`config.mk`:
```
export PLATFORM = sky130hd
export DESIGN_NAME = note_tick_gen
export DESIGN_NICKNAME = d
export VERILOG_FILES = /design/src/rtl/audio_pkg.sv /design/src/rtl/strobe_div.sv /design/src/rtl/note_tick_gen.sv
export SDC_FILE = /design/constraint.sdc
export NUM_CORES = 1
export LEC_CHECK = 0
export ABC_AREA = 0
export ABC_CLOCK_PERIOD_IN_PS = 6800
export BUFFER_PORTS_ARGS = -buffer_cell sky130_fd_sc_hd__buf_2
export CORE_ASPECT_RATIO = 1.4
export CORE_UTILIZATION = 30
export CTS_CLUSTER_SIZE = 16
export DETAILED_ROUTE_END_ITERATION = 10
export GPL_TIMING_DRIVEN = 0
export PLACE_DENSITY = 0.57
export REMOVE_ABC_BUFFERS = 1
export SETUP_SLACK_MARGIN = 0.1
export SYNTH_ARGS = -nofsm -noshare
export SYNTH_HDL_FRONTEND = slang
export SYNTH_HIERARCHICAL = 1
export SYNTH_SLANG_ARGS = --single-unit
```
`constraint.sdc`:
```
create_clock -name clk -period 6.8 [get_ports clk]
set_input_delay 1.36 -clock clk [delete_from_list [all_inputs] [get_ports clk]]
set_output_delay 1.36 -clock clk [all_outputs]
set_load 0.1 [all_outputs]
```
`src/rtl/audio_pkg.sv`:
```
// rtl/audio_pkg.sv - note table, divider helpers and shared types for the note tick generator
package audio_pkg;

    typedef enum logic [3:0] {
        NOTE_C4, NOTE_CS4, NOTE_D4, NOTE_DS4, NOTE_E4, NOTE_F4,
        NOTE_FS4, NOTE_G4, NOTE_GS4, NOTE_A4, NOTE_AS4, NOTE_B4, NOTE_REST
    } note_t;

    typedef enum logic {
        S_IDLE,
        S_PLAY
    } state_t;

    localparam int NUM_NOTES = 12;

    // Ascending pitch order; index 0 therefore yields the largest divider.
    localparam int NOTE_FREQ_HZ [NUM_NOTES] = '{
        262, 277, 294, 311, 330, 349, 370, 392, 415, 440, 466, 494
    };

    function automatic int note_div(input int freq, input int clk_hz, input int table_size);
        int d;
        d = clk_hz / (freq * table_size);
        return (d < 1) ? 1 : d;
    endfunction

    function automatic int ms_div(input int clk_hz);
        return clk_hz / 1000;
    endfunction

endpackage

```
`src/rtl/strobe_div.sv`:
```
// rtl/strobe_div.sv - loadable mod-N counter emitting a 1-cycle strobe on its last count
module strobe_div #(
    parameter int W = 8
) (
    input  logic         clk,
    input  logic         resetN,
    input  logic         clr,
    input  logic         load,
    input  logic [W-1:0] mod_in,
    input  logic         en,
    output logic         strobe
);

    logic [W-1:0] cnt_q, cnt_d;
    logic [W-1:0] mod_q, mod_d;

    always_comb begin
        mod_d  = mod_q;
        cnt_d  = cnt_q;
        strobe = en && !load && !clr && (cnt_q == mod_q - W'(1));
        if (load) begin
            mod_d = mod_in;
            cnt_d = '0;
        end else if (clr) begin
            cnt_d = '0;
        end else if (en) begin
            cnt_d = strobe ? '0 : cnt_q + W'(1);
        end
    end

    always_ff @(posedge clk or negedge resetN) begin
        if (!resetN) begin
            cnt_q <= '0;
            mod_q <= '0;
        end else begin
            cnt_q <= cnt_d;
            mod_q <= mod_d;
        end
    end

endmodule

```
`src/rtl/note_tick_gen.sv`:
```
// rtl/note_tick_gen.sv - timed note playback producing table-step ticks at f_note * TABLE_SIZE
module note_tick_gen
    import audio_pkg::*;
#(
    parameter int CLK_FREQ_HZ = 50_000_000,
    parameter int TABLE_SIZE  = 256,
    parameter int NOTE_BITS   = 4,
    parameter int DUR_BITS    = 8
) (
    input  logic                 clk,
    input  logic                 resetN,
    input  logic                 start,
    input  logic [NOTE_BITS-1:0] note_idx,
    input  logic [DUR_BITS-1:0]  dur_ms,
    output logic                 tick,
    output logic                 sound_on,
    output logic                 busy,
    output logic                 done
);

    localparam int MAX_DIV    = note_div(NOTE_FREQ_HZ[0], CLK_FREQ_HZ, TABLE_SIZE);
    localparam int DIV_W      = $clog2(MAX_DIV + 1);
    localparam int MS_DIV_VAL = ms_div(CLK_FREQ_HZ);
    localparam int MS_W       = $clog2(MS_DIV_VAL + 1);

    state_t              state_q, state_d;
    logic [DUR_BITS-1:0] rem_q, rem_d;
    logic                rest_q, rest_d;
    logic                tick_q, tick_d;
    logic                done_q, done_d;

    logic [DIV_W-1:0]    div_sel;
    logic                is_rest;
    logic                play;
    logic                finish;
    logic                note_strobe;
    logic                ms_strobe;

    always_comb begin
        div_sel = DIV_W'(1);
        for (int i = 0; i < NUM_NOTES; i++) begin
            if (int'(note_idx) == i) begin
                div_sel = DIV_W'(note_div(NOTE_FREQ_HZ[i], CLK_FREQ_HZ, TABLE_SIZE));
            end
        end
    end

    assign is_rest = int'(note_idx) >= int'(NOTE_REST);
    assign play    = (state_q == S_PLAY);

    strobe_div #(.W(DIV_W)) u_note_div (
        .clk    (clk),
        .resetN (resetN),
        .clr    (!play),
        .load   (start),
        .mod_in (div_sel),
        .en     (play),
        .strobe (note_strobe)
    );

    strobe_div #(.W(MS_W)) u_ms_div (
        .clk    (clk),
        .resetN (resetN),
        .clr    (!play),
        .load   (start),
        .mod_in (MS_W'(MS_DIV_VAL)),
        .en     (play),
        .strobe (ms_strobe)
    );

    // Finishing on the last ms expiry (or immediately for dur 0) keeps remaining from underflowing.
    assign finish = play && ((rem_q == '0) || ((rem_q == DUR_BITS'(1)) && ms_strobe));

    always_comb begin
        state_d = state_q;
        rem_d   = rem_q;
        rest_d  = rest_q;
        tick_d  = 1'b0;
        done_d  = 1'b0;
        if (start) begin
            state_d = S_PLAY;
            rem_d   = dur_ms;
            rest_d  = is_rest;
        end else if (play) begin
            if (finish) begin
                state_d = S_IDLE;
                rem_d   = '0;
                done_d  = 1'b1;
            end else begin
                if (ms_strobe) begin
                    rem_d = rem_q - DUR_BITS'(1);
                end
                tick_d = note_strobe && !rest_q;
            end
        end
    end

    always_ff @(posedge clk or negedge resetN) begin
        if (!resetN) begin
            state_q <= S_IDLE;
            rem_q   <= '0;
            rest_q  <= 1'b0;
            tick_q  <= 1'b0;
            done_q  <= 1'b0;
        end else begin
            state_q <= state_d;
            rem_q   <= rem_d;
            rest_q  <= rest_d;
            tick_q  <= tick_d;
            done_q  <= done_d;
        end
    end

    assign tick     = tick_q;
    assign done     = done_q;
    assign busy     = play;
    assign sound_on = play && !rest_q;

endmodule

```
==> flow_summary.json, run 1 <==
{
  "netlist_instances": 431,
  "gp_congestion": 0.761,
  "grt_overflow": 0,
  "finalCriticalPeriod_ps": 3430,
  "drc": 0,
  "min_path_cells": 2,
  "ioPinCount": 19,
  "slowest_delay_ps": 480,
  "yosys.cell_count.top_type": "dfrtp_1",
  "hold_buffers": 0,
  "fill_cells": 1372,
  "endpoint_kind": "flop",
  "maxCapViolations": 0,
  "grt_antenna_before_repair": 0,
  "dp_hpwl_um": 5870,
  "yosysSeqAreaShare_pct": 38.8,
  "crit_type": "flop to flop",
  "area_growth_pct": 14.2,
  "final_net_count": 477,
  "syn-cell-area_sq_um": 4120,
  "rsz0062_at_grt": "false",
  "fmax_mhz": 291,
  "cts_tree": "yes",
  "grt_pass1_wl_um": 14900,
  "synth_enable_flop_cells": 0,
  "worst-endpoint-arrival_ps": 3660,
  "max_slew_margin_pct": 25.5,
  "initial_core_util_pct": 30.8,
  "synth.top_cells.by_count": "dfrtp_1, nand2_1, nor2_1",
  "leakage_uw": 0.00196,
  "hold_viol_final": 0,
  "min-delay-start": "rest_q",
  "reg2reg_setup_slack_ps": 3370,
  "design_area_sq_um": 4710,
  "chipWidth_um": 101,
  "diodes": 0,
  "yosys_warnings": 6,
  "first_pass_iters": 4,
  "status": "finished clean",
  "cts.sinks": 64,
  "drv_slew": 0,
  "fin_setup_tns_ps": 0,
  "core_sq_um": 13400,
  "wire_per_inst_um": 13.2,
  "root_buffer": "clkbuf_16",
  "drt-total-wl_um": 8490,
  "ys_ff_latch": 64,
  "synth_top_area_cell": "dfrtp_1",
  "synthDistinctLibCells": 69,
  "vias": 3116,
  "tightestPinTransition_ps": 1120,
  "placed_cell_area_sq_um": 4390,
  "ant_nets": 0,
  "via_per_inst": 4.85,
  "ir_drop_mv": 0.119,
  "worstRegToRegCells": 12,
  "async_flop_share_pct": 100,
  "power_density_nw_per_um2": 235,
  "rows": 50,
  "dieArea_sq_um": 14200,
  "path_buf_inv": 1,
  "timing.rr.end": "rem_q[7]",
  "worst_hold_path.endpoint": "rest_q",
  "crit_path_max_fanout": 6,
  "grt_use_total_pct": 13.3,
  "synth_top_area_share_pct": 38.8,
  "ctsLongestPathBuffers": 2,
  "grt_pass1_vias": 3107,
  "crit_slowest_cell": "nor4_1",
  "post_cts.repair.setup_buffers": 0,
  "fin_skew_ps": 7.54,
  "hp-class": "flop to flop",
  "drive_gt1_share_pct": 18.5,
  "htreeDepth": 3,
  "clk_latency_ps": 330,
  "crit_required_ps": 7020,
  "dieHeight_um": 141,
  "synth-main-ff-cell": "dfrtp_1",
  "crit_chain": "inv_1 -> ha_1 -> nand2b_1 -> a21oi_1 -> a311o_1 -> a2111oi_4 -> o2111ai_4 -> nor4_1 -> and2_1 -> nand4_1 -> xnor2_1 -> a22o_1",
  "numCtsBuffers": 9,
  "avgSynthCellArea_sq_um": 9.57,
  "fin_crit_sh_pct": 50.5,
  "grt_max_degree": 65,
  "setup_viol": 0,
  "drt-initial-drc-count": 110,
  "crit_path_start_kind": "flop",
  "yosys-top-cells-area": "dfrtp_1, xnor2_1, mux2_2",
  "cts_resized": 0,
  "crit_family": "compound AO/OA/AOI/OAI gates",
  "io_buffer_count": 18,
  "clk_pin_slew_ps": 60,
  "r2r_start": "u_ms_div/mod_q[0]"
}
## how the worst max path moves through the flow
stage,start,end,slack [ps],depth (start not counted)
after global routing,u_ms_div/mod_q[0],rem_q[3],3040,12
after detailed placement,start,tick,3180,5
after CTS,u_ms_div/mod_q[0],rem_q[5],3340,12
final,u_ms_div/mod_q[0],rem_q[7],3370,12
after global placement,start,tick,3260,5
after floorplan,busy,sound_on,2710,2
## routing by layer
metal  global-route usage [%]  wire length [um]  vias to the layer above
met4                     6.94               213                        0
met5                        0                 0                        -
met2                     23.0              4420                       39
met1                     15.4              3680                     1513
met3                     2.53               171                       14
li1                         -                 -                     1550
## cell usage in the layout (no fill, tap or decap), drive strengths merged, types with 3 or more instances in the layout
master   n
inv     18
clkbuf  11
nand4    8
and3     5
o21ai   20
nor3b    4
ha       7
xor2    23
a21oi   10
conb    16
or3      4
a21boi   3
nand3   21
nand2   34
buf     18
nor2    43
xnor2   28
o22ai    3
a31oi    4
nand3b   4
dfrtp   64
nor2b    9
nor3    19
nand2b   6
a22o     5
a21o     4
mux2    21
mux2i    3
nor4     6
o211ai   6
## layout make-up
type	count	area, sq um	area share [%]
inverter	18	67.6	1.44
clock buffer	11	243	5.16
multi-input combinational	344	2400	50.9
sequential	64	1600	34.0
timing repair buffer	18	92.6	1.97
tap	182	228	4.84
clock inverter	5	80.1	1.70
## tightest hold or removal path, cell delays in order, from the launching register on
cell and delay [ps]:
dfrtp_1 370, inv_1 60, o21ai_1 50
## sequential cells by signal (all words and copies together) (netlist names)
register	cells
rest_q	1
tick	1
done	1
u_note_div/cnt_q	10
u_note_div/mod_q	10
u_ms_div/mod_q	16
busy	1
rem_q	8
u_ms_div/cnt_q	16
## stage by stage
stage	setup WS [ps]	std cells	power, uW	util [%]	hold WS, ps
detailed placement	3180	626	614	32.8	512
global placement	3260	626	609	32.7	508
floorplan	2710	426	562	-	487
CTS	3340	642	1120	35.2	521
finish	3370	642	1110	35.2	515
global route	3040	642	1160	35.2	554
## logic make-up (layout without fill, tap and decap cells)
logic type | after synthesis | in the layout | synth area share (%)
simple gates | 171 | 171 | 22.9
compound gates | 75 | 75 | 14.4
flops | 64 | 64 | 38.8
xor+xnor | 51 | 51 | 10.8
buf+inv | 37 | 52 | 4.31
mux | 24 | 24 | 6.46
fa+ha+maj | 7 | 7 | 2.12
other cells | 2 | 16 | 0.182
## power breakdown
part | internal (uW) | switching, uW
logic | 69.5 | 89.1
clock network | 330 | 172
registers | 407 | 40.8
No activity file was read; power rests on OpenSTA's default activity.
==> run 2, diff against run 1 <==
--- a/config.mk
+++ b/config.mk
@@ -6,7 +6,7 @@
 export NUM_CORES = 1
 export LEC_CHECK = 0
 export ABC_AREA = 0
-export ABC_CLOCK_PERIOD_IN_PS = 6800
+export ABC_CLOCK_PERIOD_IN_PS = 3500
 export BUFFER_PORTS_ARGS = -buffer_cell sky130_fd_sc_hd__buf_2
 export CORE_ASPECT_RATIO = 1.4
 export CORE_UTILIZATION = 30
==> constraint.sdc (replaced) <==
create_clock -name clk -period 3.5 [get_ports clk]
set_input_delay 0.7 -clock clk [delete_from_list [all_inputs] [get_ports clk]]
set_output_delay 0.7 -clock clk [all_outputs]
set_load 0.1 [all_outputs]
==> run 2 against run 1 <==
First-iteration DRC count up 10%. Worst hold slack worse by 35 ps. Total power up 95%. Via count up 0.22%. Clock-buffer cell count unchanged. Die area unchanged. Combinational power up 95%. Highest routed layer unchanged.
==> flow_summary.json, run 2 (same netlist as run 1, synthesis figures left out) <==
{
  "via_per_inst": 4.86,
  "tightestPinTransition_ps": 1150,
  "dieHeight_um": 141,
  "leakage_uw": 0.00196,
  "ant_nets": 0,
  "finalCriticalPeriod_ps": 3140,
  "numCtsBuffers": 9,
  "path_buf_inv": 1,
  "io_buffer_count": 18,
  "crit_required_ps": 3720,
  "grt_max_degree": 65,
  "grt_use_total_pct": 13.3,
  "status": "finished clean",
  "crit_type": "flop to flop",
  "crit_chain": "inv_1 -> ha_2 -> nand2b_1 -> a21oi_1 -> a311o_1 -> a2111oi_4 -> o2111ai_4 -> nor4_4 -> and2_1 -> nand4_1 -> xnor2_1 -> a22o_1",
  "initial_core_util_pct": 30.8,
  "root_buffer": "clkbuf_16",
  "dieArea_sq_um": 14200,
  "fin_skew_ps": 6.97,
  "first_pass_iters": 4,
  "pwr-share-clk_pct": 45.3,
  "max_slew_margin_pct": 23.2,
  "crit_path_start_kind": "flop",
  "wire_per_inst_um": 13.4,
  "area_growth_pct": 14.6,
  "cts_tree": "yes",
  "power.net_switching_uw": 591,
  "hold_viol_final": 0,
  "seqPwrFrac_pct": 40.3,
  "crit_slowest_cell": "dfrtp_1",
  "ctsLongestPathBuffers": 2,
  "gp_congestion": 0.761,
  "combPwrFrac_pct": 14.4,
  "grt_pass1_vias": 3121,
  "cts.sinks": 64,
  "crit_family": "compound AO/OA/AOI/OAI gates",
  "mostFrequentLayoutCell": "dfrtp_1",
  "crit_path_max_fanout": 6,
  "ir_drop_mv": 0.232,
  "grt_overflow": 0,
  "fmax_mhz": 319,
  "p_int_uw": 1570,
  "worst-endpoint-arrival_ps": 3360,
  "drt-initial-drc-count": 121,
  "diodes": 0,
  "setup_viol": 0,
  "clk_pin_slew_ps": 60,
  "power_density_nw_per_um2": 457,
  "top_regs": "u_ms_div/cnt_q (16), u_ms_div/mod_q (16)",
  "rsz0062_at_grt": "false",
  "drv_slew": 0,
  "swShare_pct": 27.4,
  "clk_latency_ps": 330,
  "grt_antenna_before_repair": 0,
  "maxCapViolations": 0,
  "slowest_delay_ps": 430,
  "drt-total-wl_um": 8590,
  "rows": 50,
  "endpoint_kind": "flop",
  "drive_gt1_share_pct": 18.9,
  "vias": 3123,
  "hp-class": "primary input to asynchronous set/reset pin",
  "core_sq_um": 13400,
  "chipWidth_um": 101,
  "final_net_count": 477,
  "final_cell_mix": "dfrtp_1, nand2_1, nor2_1, xnor2_1, xor2_1",
  "drc": 0,
  "worst_slack_ps": 363,
  "post_cts.repair.setup_buffers": 0,
  "ioPinCount": 19,
  "htreeDepth": 3,
  "fin_setup_tns_ps": 0,
  "fin_crit_sh_pct": 89.6,
  "fill_cells": 1372,
  "dp_hpwl_um": 5870,
  "post-place-ws_ps": 49.4,
  "grt_pass1_wl_um": 14900
}
[run 2: cell count changes in the layout (fill, tap and decap cells not counted)]
cell / delta
ha_1: -1
ha_2: +1
nor4_1: -1
nor4_4: +1
[run 2: timing repair]
action,in CTS,in global routing
hold buffers,0,0
cloned,0,0
endpoints found under the setup margin,5,9
resized for setup,1,2
[run 2: final cells by class]
class | instances | area [sq um] | area share, %
Sequential cell | 64 | 1600 | 33.9
Inverter | 18 | 67.6 | 1.43
Clock inverter | 5 | 80.1 | 1.69
Clock buffer | 11 | 243 | 5.14
Tap cell | 182 | 228 | 4.82
Multi-Input combinational cell | 344 | 2410 | 51.1
Timing Repair Buffer | 18 | 92.6 | 1.96
[run 2: worst paths after layout]
| path | end | depth (start not counted) | slack, ps | from |
|---|---|---|---|---|
| setup / recovery | rem_q[7] | 12 | 360 | u_ms_div/mod_q[0] |
| hold / removal | u_ms_div/mod_q[11] | 1 | 480 | resetN |
| setup reg to reg | rem_q[7] | 12 | 360 | u_ms_div/mod_q[0] |
| hold reg to reg | rest_q | 2 | 510 | rest_q |
| max in group asynchronous | u_ms_div/mod_q[2] | 1 | 2490 | resetN |
| min in group clk | rest_q | 2 | 510 | rest_q |
[run 2: worst register-to-register path: stages, from the launching register on]
cell and delay [ps]:
dfrtp_1 430, inv_1 110, ha_2 250, nand2b_1 160, a21oi_1 80, a311o_1 370, a2111oi_4 360, o2111ai_4 240
nor4_4 260, and2_1 270, nand4_1 140, xnor2_1 160, a22o_1 190
[run 2: layer usage]
layer	vias up	wire [um]	GRT usage, %
met5	-	0	0
met4	0	233	6.94
met3	15	197	2.53
met2	46	4450	23.1
met1	1516	3700	15.3
li1	1546	-	-
[run 2: metrics by stage]
| stage | hold WS [ps] | cells | power, uW | area (sq um) | utilization [%] |
|---|---|---|---|---|---|
| 6_report | 480 | 642 | 2160 | 4730 | 35.3 |
| 5_1_grt | 554 | 642 | 2250 | 4730 | 35.3 |
| 4_1_cts | 520 | 642 | 2180 | 4710 | 35.2 |
| 3_5_place_dp | 512 | 626 | 1190 | 4390 | 32.8 |
| 3_3_place_gp | 508 | 626 | 1180 | 4380 | 32.7 |
| 2_1_floorplan | 404 | 426 | 1090 | 4070 | - |
[run 2: power groups by stage]
stage / sequential, uW / combinational, uW / clock [uW]
2_1_floorplan: 868 / 224 / 0
3_3_place_gp: 880 / 302 / 0
3_5_place_dp: 883 / 310 / 0
4_1_cts: 871 / 313 / 999
5_1_grt: 882 / 349 / 1020
6_report: 871 / 310 / 979
==> run 3, diff against run 2 <==
--- a/config.mk
+++ b/config.mk
@@ -6,9 +6,10 @@
 export NUM_CORES = 1
 export LEC_CHECK = 0
 export ABC_AREA = 0
-export ABC_CLOCK_PERIOD_IN_PS = 3500
+export ABC_CLOCK_PERIOD_IN_PS = 2900
 export BUFFER_PORTS_ARGS = -buffer_cell sky130_fd_sc_hd__buf_2
 export CORE_ASPECT_RATIO = 1.4
+export CORE_MARGIN = 2
 export CORE_UTILIZATION = 30
 export CTS_CLUSTER_SIZE = 16
 export DETAILED_ROUTE_END_ITERATION = 10
==> constraint.sdc (replaced) <==
create_clock -name clk -period 2.9 [get_ports clk]
set_input_delay 0.58 -clock clk [delete_from_list [all_inputs] [get_ports clk]]
set_output_delay 0.58 -clock clk [all_outputs]
set_load 0.01 [all_outputs]
==> run 3 against run 2 <==
Clock skew is essentially flat. Largest cell class unchanged. Critical endpoint is now rem_q[5]. Clock power rose by 12%. Critical path type unchanged. First-iteration DRC count fell by 28%. Core utilization up 0.96 points. Flip-flop and latch count is the same. Total power increased by 18%.
==> flow_summary.json, run 3 (same netlist as run 1, synthesis figures left out) <==
{
  "fin_skew_ps": 7.04,
  "ioPinCount": 19,
  "leakage_uw": 0.00202,
  "status": "finished clean",
  "grt_antenna_before_repair": 0,
  "first_pass_iters": 4,
  "fmax_mhz": 350,
  "crit_path_start_kind": "flop",
  "rows": 50,
  "timing.hold.ws_ps": 342,
  "hold_viol_final": 0,
  "power_density_nw_per_um2": 523,
  "fill_cells": 1402,
  "finalCriticalPeriod_ps": 2860,
  "max_slew_margin_pct": 23.1,
  "post-route-util_pct": 36.3,
  "grt_overflow": 0,
  "cts_tree": "yes",
  "clk_latency_ps": 330,
  "top_regs": "u_ms_div/cnt_q (16), u_ms_div/mod_q (16)",
  "drc": 0,
  "htreeDepth": 3,
  "fin_crit_sh_pct": 98.5,
  "grt_use_total_pct": 12.8,
  "grt_pass1_vias": 3210,
  "crit_path_max_fanout": 7,
  "dieHeight_um": 143,
  "grt_pass1_wl_um": 14900,
  "drt-initial-drc-count": 87,
  "r2r_start": "u_ms_div/mod_q[1]",
  "drive_gt1_share_pct": 24.2,
  "final_net_count": 489,
  "crit_required_ps": 3160,
  "numCtsBuffers": 9,
  "setup_viol": 0,
  "root_buffer": "clkbuf_16",
  "core_sq_um": 13400,
  "vias": 3172,
  "chipWidth_um": 103,
  "rsz0062_at_grt": "true",
  "drt-total-wl_um": 8700,
  "crit_chain": "inv_2 -> ha_4 -> nand2b_4 -> a21oi_2 -> a311o_1 -> a2111oi_4 -> o2111ai_4 -> nor4_4 -> a21o_1 -> a41oi_4 -> a21o_1 -> a21oi_2",
  "cts.sinks": 64,
  "drv_slew": 0,
  "maxCapViolations": 0,
  "power_uw": 2540,
  "crit_type": "flop to flop",
  "slowest_delay_ps": 400,
  "hp-class": "primary input to asynchronous set/reset pin",
  "area_growth_pct": 17.8,
  "final_cell_mix": "dfrtp_1, nand2_1, nor2_1, xnor2_1, xor2_1",
  "gp_congestion": 0.744,
  "layout.cells.non_filler": 654,
  "critPathLaunch": "u_ms_div/mod_q[1]",
  "endpoint_kind": "flop",
  "diodes": 0,
  "mostFrequentLayoutCell": "dfrtp_1",
  "via_per_inst": 4.85,
  "crit_slowest_cell": "a2111oi_4",
  "grt_max_degree": 65,
  "ctsLongestPathBuffers": 2,
  "initial_core_util_pct": 30.8,
  "tightestPinTransition_ps": 1150,
  "clk_pin_slew_ps": 50,
  "wire_per_inst_um": 13.3,
  "place_inst": 626,
  "io_buffer_count": 18,
  "ir_drop_mv": 0.255,
  "reg2reg_setup_slack_ps": 40,
  "worst-endpoint-arrival_ps": 3120,
  "dp_hpwl_um": 5930,
  "ant_nets": 0,
  "dieArea_sq_um": 14700
}
## run 3: cell types whose count changed in the layout (fill, tap and decap cells not counted), moves of 2 or more
cell	change
buf_4	+12
dfrtp_1	-4
dfrtp_2	+4
a21oi_1	-2
a21oi_2	+2
clkinvlp_4	-2
inv_1	-2
inv_2	+2
## run 3: cell type report
| type | count | area (sq um) | share of cell area [%] |
|---|---|---|---|
| Clock buffer | 13 | 260 | 5.36 |
| Clock inverter | 3 | 40.0 | 0.825 |
| Inverter | 18 | 67.6 | 1.39 |
| Multi-Input combinational cell | 344 | 2470 | 50.9 |
| Sequential cell | 64 | 1610 | 33.1 |
| Tap cell | 182 | 228 | 4.69 |
| Timing Repair Buffer | 30 | 183 | 3.76 |
## run 3: final timing paths
check | to | cells after the start
max in group asynchronous | u_ms_div/mod_q[5] | 1
setup / recovery | rem_q[5] | 12
setup reg to reg | rem_q[5] | 12
hold reg to reg | rest_q | 2
hold / removal | u_ms_div/mod_q[11] | 1
min in group clk | rem_q[2] | 3
## run 3: critical path, delay by kind of cell (launching register included)
family | cells | cell delay [ps]
buf+inv | 1 | 90
flops | 1 | 390
fa+ha+maj | 1 | 160
simple gates | 2 | 390
compound gates | 8 | 1760
## run 3: repair_timing
item	in CTS	in global routing
setup buffers	9	3
hold endpoints to repair	0	0
gates resized for setup	14	6
pin swaps	17	9
hold buffers	0	0
cloned	0	0
setup endpoints to repair	14	11
## run 3: routing by layer
layer	track usage, %	vias to the layer above	share of wire [%]
met2	23.1	32	54
met5	0	-	0
met1	14.6	1561	42
met4	4.57	0	1.7
met3	2.89	10	2.7
li1	-	1569	-
## run 3: report_power, final
| part | internal [uW] | leakage, uW | total [uW] | switching [uW] |
|---|---|---|---|---|
| clock network | 709 | 0.000150 | 1100 | 386 |
| registers | 957 | 0.000814 | 1050 | 94.2 |
| logic | 185 | 0.00106 | 394 | 208 |
| total | 1850 | 0.00202 | 2540 | 688 |
## run 3: stage by stage
stage          instance area (sq um)  worst slack, ps  setup TNS (ps)
2_1_floorplan                   4070            -46.5           -72.0
3_5_place_dp                    4390             -533           -5100
6_report                        4850             44.5               0
5_1_grt                         4850             -137            -824
4_1_cts                         4810            -22.6           -38.8
3_3_place_gp                    4380             -478           -4520
